$ cat config.mk
export PLATFORM = sky130hd
export DESIGN_NAME = rf_write_arbiter
export DESIGN_NICKNAME = d
export VERILOG_FILES = /design/src/rtl/rf_write_arbiter.sv
export SDC_FILE = /design/constraint.sdc
export NUM_CORES = 1
export LEC_CHECK = 0
export ABC_AREA = 1
export CAP_MARGIN = 20
export CELL_PAD_IN_SITES_DETAIL_PLACEMENT = 1
export CELL_PAD_IN_SITES_GLOBAL_PLACEMENT = 2
export CORE_MARGIN = 2
export CORE_UTILIZATION = 25
export CTS_CLUSTER_DIAMETER = 200
export DETAILED_ROUTE_END_ITERATION = 10
export GPL_TIMING_DRIVEN = 1
export PLACE_DENSITY_LB_ADDON = 0.12
export SLEW_MARGIN = 30
export SYNTH_ARGS = -nofsm -noshare
export SYNTH_HDL_FRONTEND = slang
export SYNTH_SLANG_ARGS = --single-unit
$ cat constraint.sdc
create_clock -name i_clk -period 3 [get_ports i_clk]
set_input_delay 0.6 -clock i_clk [delete_from_list [all_inputs] [get_ports i_clk]]
set_output_delay 0.6 -clock i_clk [all_outputs]
set_load 0.02 [all_outputs]
$ cat src/rtl/rf_write_arbiter.sv
// Sole writer of the register-file write port: clears all registers after reset,
// then arbitrates writeback (priority) against an aux writer with a starvation bound.
module rf_write_arbiter #(
  parameter int DATA_W       = 32,
  parameter int ADDR_W       = 5,
  parameter int STARVE_LIMIT = 4
) (
  input  logic              i_clk,
  input  logic              i_rst,
  input  logic              i_wb_valid,
  output logic              o_wb_ready,
  input  logic [ADDR_W-1:0] i_wb_addr,
  input  logic [DATA_W-1:0] i_wb_data,
  input  logic              i_aux_valid,
  output logic              o_aux_ready,
  input  logic [ADDR_W-1:0] i_aux_addr,
  input  logic [DATA_W-1:0] i_aux_data,
  output logic              o_rf_we,
  output logic [ADDR_W-1:0] o_rf_addr,
  output logic [DATA_W-1:0] o_rf_wdata,
  output logic              o_init_done
);

  typedef enum logic {ST_CLEAR, ST_RUN} state_t;

  localparam logic [ADDR_W-1:0] LAST_ADDR = {ADDR_W{1'b1}};
  localparam logic [3:0]        LIMIT     = 4'(STARVE_LIMIT);

  state_t              r_state, w_state_next;
  logic [ADDR_W-1:0]   r_clr_cnt, w_clr_cnt_next;
  logic [3:0]          r_wait_cnt, w_wait_cnt_next;
  logic                r_rf_we, w_rf_we_next;
  logic [ADDR_W-1:0]   r_rf_addr, w_rf_addr_next;
  logic [DATA_W-1:0]   r_rf_wdata, w_rf_wdata_next;
  logic                r_init_done, w_init_done_next;
  logic                w_force;
  logic                w_wb_acc;
  logic                w_aux_acc;

  always_ff @(posedge i_clk or posedge i_rst) begin
    if (i_rst) begin
      r_state     <= ST_CLEAR;
      r_clr_cnt   <= '0;
      r_wait_cnt  <= '0;
      r_rf_we     <= 1'b0;
      r_rf_addr   <= '0;
      r_rf_wdata  <= '0;
      r_init_done <= 1'b0;
    end else begin
      r_state     <= w_state_next;
      r_clr_cnt   <= w_clr_cnt_next;
      r_wait_cnt  <= w_wait_cnt_next;
      r_rf_we     <= w_rf_we_next;
      r_rf_addr   <= w_rf_addr_next;
      r_rf_wdata  <= w_rf_wdata_next;
      r_init_done <= w_init_done_next;
    end
  end

  always_comb begin
    w_state_next     = r_state;
    w_clr_cnt_next   = r_clr_cnt;
    w_wait_cnt_next  = r_wait_cnt;
    w_rf_we_next     = 1'b0;
    w_rf_addr_next   = r_rf_addr;
    w_rf_wdata_next  = r_rf_wdata;
    w_init_done_next = r_init_done;
    w_force          = 1'b0;
    w_wb_acc         = 1'b0;
    w_aux_acc        = 1'b0;
    o_wb_ready       = 1'b0;
    o_aux_ready      = 1'b0;

    case (r_state)
      ST_CLEAR: begin
        w_rf_we_next    = 1'b1;
        w_rf_addr_next  = r_clr_cnt;
        w_rf_wdata_next = '0;
        w_clr_cnt_next  = r_clr_cnt + ADDR_W'(1);
        w_wait_cnt_next = '0;
        if (r_clr_cnt == LAST_ADDR) begin
          w_state_next     = ST_RUN;
          w_init_done_next = 1'b1;
        end
      end

      ST_RUN: begin
        w_force     = (r_wait_cnt == LIMIT);
        o_wb_ready  = !w_force;
        o_aux_ready = w_force | !i_wb_valid;
        w_aux_acc   = i_aux_valid & o_aux_ready;
        w_wb_acc    = i_wb_valid & o_wb_ready & !w_aux_acc;

        // x0 writes complete the handshake but never reach the register file
        if (w_aux_acc) begin
          if (i_aux_addr != '0) begin
            w_rf_we_next    = 1'b1;
            w_rf_addr_next  = i_aux_addr;
            w_rf_wdata_next = i_aux_data;
          end
        end else if (w_wb_acc) begin
          if (i_wb_addr != '0) begin
            w_rf_we_next    = 1'b1;
            w_rf_addr_next  = i_wb_addr;
            w_rf_wdata_next = i_wb_data;
          end
        end

        if (w_aux_acc || !i_aux_valid)
          w_wait_cnt_next = '0;
        else if (r_wait_cnt != LIMIT)
          w_wait_cnt_next = r_wait_cnt + 4'd1;
      end

      default: w_state_next = ST_CLEAR;
    endcase
  end

  assign o_rf_we     = r_rf_we;
  assign o_rf_addr   = r_rf_addr;
  assign o_rf_wdata  = r_rf_wdata;
  assign o_init_done = r_init_done;

endmodule

==> results.md, run 1 <==
- Outcome: complete, no violations
- Total iterations of the first detailed-routing run: 4
- Hold_sp: o_rf_wdata[15]
- Worst hold stages: 2
- Diode count: 0
- Power Dens Cells: 438 nW/um^2
- Clock Sinks: 49
- Gate Count Post-Synth: 352
- Largest net degree at the start of global routing: 70
- Finished Cell Area: between 4000 and 5000 um^2
- CTS Buf Count: 5
- Fin cells: around 600
- Wire per inst: 13.8 um
- Final setup viols: 0
- Number of global-route vias before repair: just under 3000
- Crit. End Element: output port
- Worst slew pin tran: 0.672 ns
- Post-Place Cell Area: slightly above 4000 um^2
- Core Region: 11000 um^2
- Register area: 1230 um^2
- Slew Limit Fails: 0
- Chip Height: 111 um
- CP max FO: 8
- Critical path's slowest cell: clkdlybuf4s50_1
- Cells along the critical path: inv_1 > ha_1 > nand3_2 > nand2_4 > inv_4 > nor2_1 > clkdlybuf4s50_1
- IO buf count: about 120
- Clk_skew: between 0.003 and 0.004 ns
- Gr ovfl total: 0
- Worst reg-to-reg setup slack: between 1 and 1.5 ns
- Total of max-cap violations: 0
- DRC violations left: 0
- Initial Util: between 20% and 30%
- Startpoint type of the worst setup path: flop
- Seq/Total Area, Yosys: between 40% and 50%
- Post-route ant nets: 0
- Clock-pin slew on the worst setup and hold paths: 0.07 ns
- Met1 wire length: 4010 um
- FF+latch count, synth: 49
- Synth Warn #: 0
- Synthesized area: 2850 um^2
- CTS tree: done
- Bufs on Longest Clock Path: 2
- Total track usage: roughly 14%
- Worst Path Buf+Inv: 3
- FMAX: about 390 MHz
- RSZ-0062 raised after global routing: false
- Root Driver: clkbuf_16
- Worst r2r path cells: 8
- Vias post-DR: between 2000 and 3000
- TNS Setup: 0 ns
- Initial DRC count: 70
- Met2 WL: around 4000 um
- Initial antenna violation count: 0
- Multi-input combinational cell area: approximately 1300 um^2
- RD Place Congestion: approximately 0.74
- Cts repair resizes: 0
- CP top delay family: buffers and inverters
- Worst hold path endpoint: o_rf_wdata[15]
- Die ar.: roughly 12000 um^2
- Worst path max stage delay: 0.61 ns
- Layout cells sized above 1: between 10% and 20%
- Cells after DPL: 597
- Top Metal Used: met4
- CTS H-tree depth: 2
- Vias per inst: roughly 4.4
- Worst skew pair latency: between 0.2 and 0.3 ns
- Die W: 111 um
- Final Cycle Share: 84.4%
- Num ports: roughly 120
- DRT Wirelength: approximately 8300 um
- HP Class: reg -> reg
- Rel. slew slack: 55.2%
- Critical Path RT: about 2.4 ns
- # rows: 38
- Count of cell types in the netlist: 29
- Setup CP Type: reg -> out
- CTS Hold Bufs: 0
- Reg2reg start: r_wait_cnt[0]
- R2r endpoint: o_rf_wdata[26]
- Final nets: approximately 550
- Tmin final: about 2.5 ns
- Syn Nets: approximately 430
- Worst VDD drop: 219 uV
- Post-CTS Setup Bufs: 0
- Fill count: 1321
- Post-synthesis area per instance: ~8.1 um^2
- Power after layout: about 1.9 mW
- Layout Utilization: just under 40%
- First-pass GRT wire length: 14600 um
- Crit path DAT: approximately 1.9 ns
- DP HPWL: around 6100 um
- Final number of hold-violating endpoints: 0
- Area Overhead vs Synth: 50.4%
- Leak pwr: 2.01 nW
- Met3 routed WL: 312 um
==> stage by stage <==
stage / setup slack (ns) / hold slack (ns)
2_1_floorplan: 1.23 / 0.454
3_3_place_gp: 0.477 / 0.463
3_5_place_dp: 0.454 / 0.464
4_1_cts: 0.433 / 0.485
5_1_grt: 0.364 / 0.501
6_report: 0.467 / 0.479
==> power breakdown <==
group | total, mW | switching (mW) | internal, mW
logic | 0.521 | 0.257 | 0.264
clock network | 0.591 | 0.237 | 0.353
registers | 0.761 | 0.0353 | 0.725
==> metal layers <==
metal	track usage, %	vias to the layer above
li1	-	1313
met1	19.4	1255
met2	23.8	62
met3	2.46	5
met4	2.50	0
met5	0	-
==> registers in the layout (all words and copies together), names as in the netlist <==
register     flops
o_init_done      1
o_rf_addr        5
r_wait_cnt       4
r_state          1
r_clr_cnt        5
o_rf_wdata      32
o_rf_we          1
==> how the worst max path moves through the flow <==
stage	from	end	slack [ns]	depth (start not counted)
2_1_floorplan	i_rst	o_init_done	1.23	1
3_3_place_gp	i_wb_valid	o_aux_ready	0.48	5
3_5_place_dp	i_wb_valid	o_aux_ready	0.45	5
4_1_cts	r_wait_cnt[0]	o_aux_ready	0.43	7
5_1_grt	r_wait_cnt[0]	o_aux_ready	0.36	7
6_report	r_wait_cnt[0]	o_aux_ready	0.47	7
==> layout make-up <==
| type | instances | area share, % |
|---|---|---|
| Clock buffer | 7 | 3.57 |
| Clock inverter | 1 | 0.117 |
| Inverter | 45 | 4.06 |
| Multi-Input combinational cell | 238 | 30.7 |
| Sequential cell | 49 | 28.6 |
| Tap cell | 140 | 4.09 |
| Timing Repair Buffer | 125 | 28.8 |
==> worst min-delay path, cell delays in order, from the launching register on <==
cell	delay, ns
dfrtp_1	0.34
nand2_1	0.06
nand2_1	0.05
==> cell usage after synthesis, drive strengths merged <==
library cell  number  area, um^2
a31oi              1        6.26
dfrtp             49        1230
or2               35         219
clkbuf             8        30.0
nand3             51         368
xnor2              1        8.76
xor2               3        26.3
o21bai             1        7.51
nor3               1        5.00
nand2             98         385
buf               12         101
nor2               9        33.8
a21oi             32         190
ha                 4        50.1
inv               45         174
nand4              1        6.26
nand3b             1        7.51
==> logic make-up (layout without fill, tap and decap cells) <==
| family | after synthesis | count (layout) | share of synthesized area, % |
|---|---|---|---|
| AO/OA/AOI/OAI | 34 | 34 | 7.17 |
| XOR/XNOR | 4 | 4 | 1.23 |
| adder cells (fa/ha/maj) | 4 | 4 | 1.76 |
| buffers and inverters | 65 | 178 | 10.7 |
| flip-flops | 49 | 49 | 43.1 |
| AND/OR/NAND/NOR | 196 | 196 | 36.0 |
==> placed cells by master (no fill, tap or decap), drive strengths merged, types with 3 or more instances in the layout <==
master	count
clkbuf	7
ha	4
dfrtp	49
nor2	9
inv	45
xor2	3
nand2	98
a21oi	32
nand3	51
or2	35
buf	7
clkdlybuf4s50	118
Note: power is estimated with default switching activity, not from simulation.
==> run 2: changes to the inputs <==
- CORE_UTILIZATION: 25 -> 23
- clock period: 3 -> 2.6 ns (I/O delays scaled with it)
==> run 2 against run 1 <==
  * Clock power up 10%
  * Flip-flop and latch count unchanged
  * Total power up 14%
  * Utilization down 3.1 points
  * Sequential share of layout area down 0.32 points
  * Critical path depth unchanged
  * Clock-buffer cell count down 1
  * Clock skew down 0.0016 ns
  * Die area up 8.4%
  * Global-route usage down 0.27 points
  * Critical endpoint unchanged
==> results.md, run 2 (same netlist as run 1, synthesis figures left out) <==
- Reg2reg start: r_wait_cnt[0] (unchanged)
- CTS Buf Count: 5 (unchanged)
- DRC violations left: 0 (unchanged)
- Power after layout: 2.14 mW (was 1.87 mW)
- Diode count: 0 (unchanged)
- FMAX: 408 MHz
- Tmin final: about 2.5 ns
- Vias per inst: 4.22 (was 4.36)
- Initial DRC count: 101 (was 70)
- Slew Limit Fails: 0 (unchanged)
- Met3 routed WL: 391 um (was 312 um)
- Final Cycle Share: roughly 94%
- Cts repair resizes: 0 (unchanged)
- Post-route ant nets: 0 (unchanged)
- Final number of hold-violating endpoints: 0 (unchanged)
- Die W: 115 um (was 111 um)
- Num ports: 119 (unchanged)
- IO buf count: 118 (unchanged)
- Max reg flops: 32 (unchanged)
- Total of max-cap violations: 0 (unchanged)
- Top Metal Used: met4 (unchanged)
- Final setup viols: 0 (unchanged)
- Number of global-route vias before repair: 2907 (was 2899)
- CTS Hold Bufs: 0 (unchanged)
- Wire per inst: 13.9 um (was 13.8 um)
- Met1 wire length: 4040 um (was 4010 um)
- Final nets: 546 (unchanged)
- First-pass GRT wire length: 14700 um (was 14600 um)
- CTS H-tree depth: 2 (unchanged)
- Outcome: complete, no violations (unchanged)
- Largest net degree at the start of global routing: 70 (unchanged)
- Commonest non-fill, non-tap cell in the layout: clkdlybuf4s50_1 (unchanged)
- Initial Util: 23.6% (was 25.9%)
- CP max FO: 8 (unchanged)
- Critical Path RT: 2.08 ns (was 2.40 ns)
- Clock-pin slew on the worst setup and hold paths: 0.07 ns (about the same)
- TNS Setup: 0 ns (unchanged)
- Total iterations of the first detailed-routing run: 4 (unchanged)
- RSZ-0062 raised after global routing: false (unchanged)
- Crit. End Element: output port (unchanged)
- Area Overhead vs Synth: 52.2% (was 50.4%)
- Multi-input combinational cell area: 1310 um^2 (unchanged)
- Clock Sinks: 49 (unchanged)
- CTS tree: done (unchanged)
- DRT Wirelength: 8780 um (was 8330 um)
- Die ar.: 13300 um^2 (was 12300 um^2)
- Worst skew pair latency: 0.28 ns (about the same)
- Fill count: 1428 (was 1321)
- Chip Height: 115 um (was 111 um)
- R2r endpoint: o_rf_wdata[12] (was o_rf_wdata[26])
- DP HPWL: 6230 um (was 6130 um)
- Total track usage: 13.9% (was 14.2%)
- RD Place Congestion: 0.713 (was 0.742)
- Met2 WL: 4290 um (was 3950 um)
- Gr ovfl total: 0 (unchanged)
- # rows: 40 (was 38)
- Setup CP Type: reg -> out (unchanged)
- Worst slew pin tran: 0.422 ns (was 0.672 ns)
- Rel. slew slack: 71.9% (was 55.2%)
- Commonest cells after routing, fill and taps aside: 118 x clkdlybuf4s50_1, 95 x nand2_1, 49 x dfrtp_1 (unchanged)
- HP Class: in -> async (was reg -> reg)
- Worst reg-to-reg setup slack: 0.88 ns (was 1.05 ns)
- Worst VDD drop: 262 uV (was 219 uV)
- Worst r2r path cells: 9 (was 8)
- Vias post-DR: 2666 (was 2635)
- Layout cells sized above 1: 11.2% (was 11.4%)
- Power Dens Cells: 494 nW/um^2 (was 438 nW/um^2)
- Crit path DAT: 1.93 ns (about the same)
- Core Region: 12100 um^2 (was 11000 um^2)
- Initial antenna violation count: 0 (unchanged)
- Startpoint type of the worst setup path: flop (unchanged)
- Leak pwr: 2.00 nW (was 2.01 nW)
- Bufs on Longest Clock Path: 2 (unchanged)
- Post-CTS Setup Bufs: 0 (unchanged)
- Clk_skew: 0.00223 ns (was 0.00381 ns)
- Register area: 1230 um^2 (unchanged)
- Root Driver: clkbuf_16 (unchanged)
-- run 2: cell types whose count changed in the layout (fill, tap and decap cells not counted), sizes merged --
cell	change
clkbuf	-1
clkinvlp	+1
inv	-1
-- run 2: area by class of cell --
type                    instances  area share, %
multi-input cells             238           30.3
repair buffers                125           29.1
flip-flops and latches         49           28.3
well taps                     168           4.86
inverters                      45           4.02
clock buffers                   6           3.21
clock inverters                 1          0.173
-- run 2: worst max-delay path, stage by stage, from the launching register on --
cell and delay, ns:
dfrtp_1 0.41, inv_1 0.07, ha_1 0.18, nand3_2 0.10, nand2_4 0.14, inv_4 0.05
nor2_1 0.09, clkdlybuf4s50_1 0.61
-- run 2: where the power goes --
part           leakage (nW)  internal (mW)  switching (mW)  total (mW)
sequential            0.595          0.837          0.0408       0.878
clock                0.0690          0.378           0.274       0.652
combinational          1.34          0.309           0.302       0.611
total                  2.00           1.52           0.616        2.14
-- run 2: through the flow --
step           setup slack (ns)  std cells  util (%)  hold slack [ns]  instance area, um^2
2_1_floorplan             0.907        352         -            0.454                 2850
3_3_place_gp              0.213        625      34.7            0.463                 4180
3_5_place_dp              0.200        625      34.7            0.463                 4180
4_1_cts                   0.128        632      35.9            0.456                 4330
5_1_grt                  0.0609        632      35.9            0.469                 4330
6_report                  0.149        632      35.9            0.457                 4330
-- run 2: per-layer routing --
layer	up-vias	track usage, %
met5	-	0
met4	0	2.65
met3	2	2.37
met2	60	24.5
met1	1288	18.1
li1	1316	-
-- run 2: worst max path at each step --
stage	start	endpoint	slack, ns	cells past startpoint
2_1_floorplan	i_rst	o_init_done	0.91	1
3_3_place_gp	i_wb_valid	o_aux_ready	0.21	5
3_5_place_dp	i_wb_valid	o_aux_ready	0.20	5
4_1_cts	r_wait_cnt[0]	o_aux_ready	0.13	7
5_1_grt	r_wait_cnt[0]	o_aux_ready	0.06	7
6_report	r_wait_cnt[0]	o_aux_ready	0.15	7
==> RTL change: new RTL, settings of run 2 <==
`r_rf_wdata` no longer has a reset.
--- a/src/rtl/rf_write_arbiter.sv
+++ b/src/rtl/rf_write_arbiter.sv
@@ -46,3 +46,2 @@
       r_rf_addr   <= '0;
-      r_rf_wdata  <= '0;
       r_init_done <= 1'b0;
@@ -54,5 +53,8 @@
       r_rf_addr   <= w_rf_addr_next;
-      r_rf_wdata  <= w_rf_wdata_next;
       r_init_done <= w_init_done_next;
     end
+  end
+
+  always_ff @(posedge i_clk) begin
+    r_rf_wdata <= w_rf_wdata_next;
   end
Function: no difference found for any inputs over 10 cycles, from zero or initial values and one cycle with i_rst high; that may be too few to reach the edited logic, so the function may still have changed.
==> RTL change against run 2 <==
  * Setup slack better by 0.13 ns
  * Critical path depth down 3
  * Register-to-register slack worse by 0.15 ns
  * Utilization up 1.3 points
  * Die area down 16%
  * Synthesized area down 16%
  * Cell area down 13%
  * Routed wire length down 13%
  * Power down 14%
  * Sequential cell count unchanged
  * Non-clock buffer count down 2
  * Critical path type unchanged
  * Largest cell class is now registers
==> RTL change: results (changes against run 2) <==
- EDFF count, synth: 32 (was 0)
- GRT Overall Usage: 0.139 (about the same)
- RR Endpoint: o_rf_addr[1] (was o_rf_wdata[12])
- First-pass GRT wire length: 12.2 mm (was 14.7 mm)
- Top FF cell, synth: edfxtp_1 (was dfrtp_1)
- Dpl ws: 0.191 ns (was 0.200 ns)
- Worst-path clk slew: 0.11 ns (was 0.07 ns)
- Leakage power: 1.53 nW (was 2.00 nW)
- Period utilization: 0.892 (was 0.943)
- Compound-Gate Fraction of Synth Area: 0.0729 (was 0.0717)
- Clk_lat worst skew: 0.31 ns (was 0.28 ns)
- Worst Path Arrival: 1.80 ns (was 1.93 ns)
- WL met3: 364 um (was 391 um)
- Met1 WL: 3.28 mm (was 4.04 mm)
- Critical path fanouts, max: 4 (was 8)
- Worst Hold Class: register to register (was input port to asynchronous set/reset pin)
- RD Place Congestion: 0.691 (was 0.713)
- Mapped Nets: 336 (was 434)
- Netlist cell types: 27 (was 29)
- Vias per cell: 4.26 (was 4.22)
- Worst Skew: 0.0140 ns (was 0.00223 ns)
- XOR/XNOR Fraction of Synth Area: 0.0147 (was 0.0123)
- Maximum vdd drop: 0.222 mV (was 0.262 mV)
- Most frequent cells after synthesis: 73 x nor2_1, 32 x edfxtp_1, 30 x o21ai_1, 29 x nand2_1, 17 x dfrtp_1 (was 95 x nand2_1, 49 x dfrtp_1, 43 x inv_1, 30 x nand3_1, 24 x a21oi_1)
- Nets@finish: 453 (was 546)
- Synth Area in Adders: 0.0210 (was 0.0176)
- Routed wl met2: 3.91 mm (was 4.29 mm)
- Fill cells: 1184 (was 1428)
- R2R depth: 11 (was 9)
- Drt wl/cell: 15.0 um (was 13.9 um)
- Post-synth ARST share: 0.347 (was 1.00)
- Share of layout cells above drive strength 1: 0.0591 (was 0.112)
- HPWL Detailed: 5.46 mm (was 6.23 mm)
- Worst slew pin tran: 0.697 ns (was 0.422 ns)
- Vias in the first global route: 2313 (was 2907)
- Post-synthesis mux area share: 0 (unchanged)
- Register area share after synthesis: 0.581 (was 0.431)
- Largest net degree at the start of global routing: 52 (was 70)
- Hold depth: 1
- Status: finished, final reports clean (unchanged)
RTL change: cell count changes in the layout (fill, tap and decap cells not counted), moves of 18 or more:
cell,delta
a21oi_1,-24
dfrtp_1,-32
edfxtp_1,+32
nand2_1,-66
or2_1,-19
nor2_1,+64
o21ai_1,+30
inv_1,-27
nand3_2,-18
RTL change: repair_timing:
action / CTS / global route
setup endpoints to repair: 0 / 1
resized for setup: 0 / 1
hold buffers: 0 / 0
setup buffers: 0 / 0
RTL change: cell families after synthesis:
| family | Yosys count |
|---|---|
| xor+xnor | 4 |
| flops | 49 |
| simple gates | 134 |
| buf+inv | 29 |
| compound gates | 34 |
| fa+ha+maj | 4 |
RTL change: worst max path at each step:
stage               cells after the start       endpoint          start
global placement                        5    o_aux_ready     i_wb_valid
finish                                  4     o_wb_ready  r_wait_cnt[0]
floorplan                               7  o_rf_wdata[0]  r_wait_cnt[0]
detailed placement                      5    o_aux_ready     i_wb_valid
global route                            4     o_wb_ready  r_wait_cnt[0]
CTS                                     7    o_aux_ready  r_wait_cnt[0]
RTL change: power breakdown:
part / total, mW / switching [mW] / leakage [nW] / internal (mW)
Sequential: 0.919 / 0.0191 / 0.528 / 0.900
Combinational: 0.437 / 0.203 / 0.951 / 0.234
Clock: 0.480 / 0.287 / 0.0489 / 0.193
Total: 1.84 / 0.509 / 1.53 / 1.33
RTL change: routing by layer:
metal	up-vias	global-route usage
li1	1076	-
met1	1024	0.171
met2	60	0.251
met3	4	0.0315
met4	0	0.0254
met5	-	0
RTL change: cell type report:
type,instances,area share
timing repair buffer,123,0.326
inverter,16,0.0159
clock buffer,5,0.0182
tap,136,0.0450
sequential,49,0.366
multi-input combinational,176,0.223
clock inverter,3,0.00529
RTL change: metrics by stage:
step	total power, mW	hold WS (ns)	std cells	utilization	area [um2]
2_1_floorplan	1.12	0.446	254	-	2390
3_3_place_gp	1.38	0.465	500	0.363	3690
3_5_place_dp	1.38	0.466	500	0.363	3690
4_1_cts	1.87	0.498	508	0.371	3780
5_1_grt	1.92	0.531	508	0.372	3780
6_report	1.84	0.493	508	0.372	3780
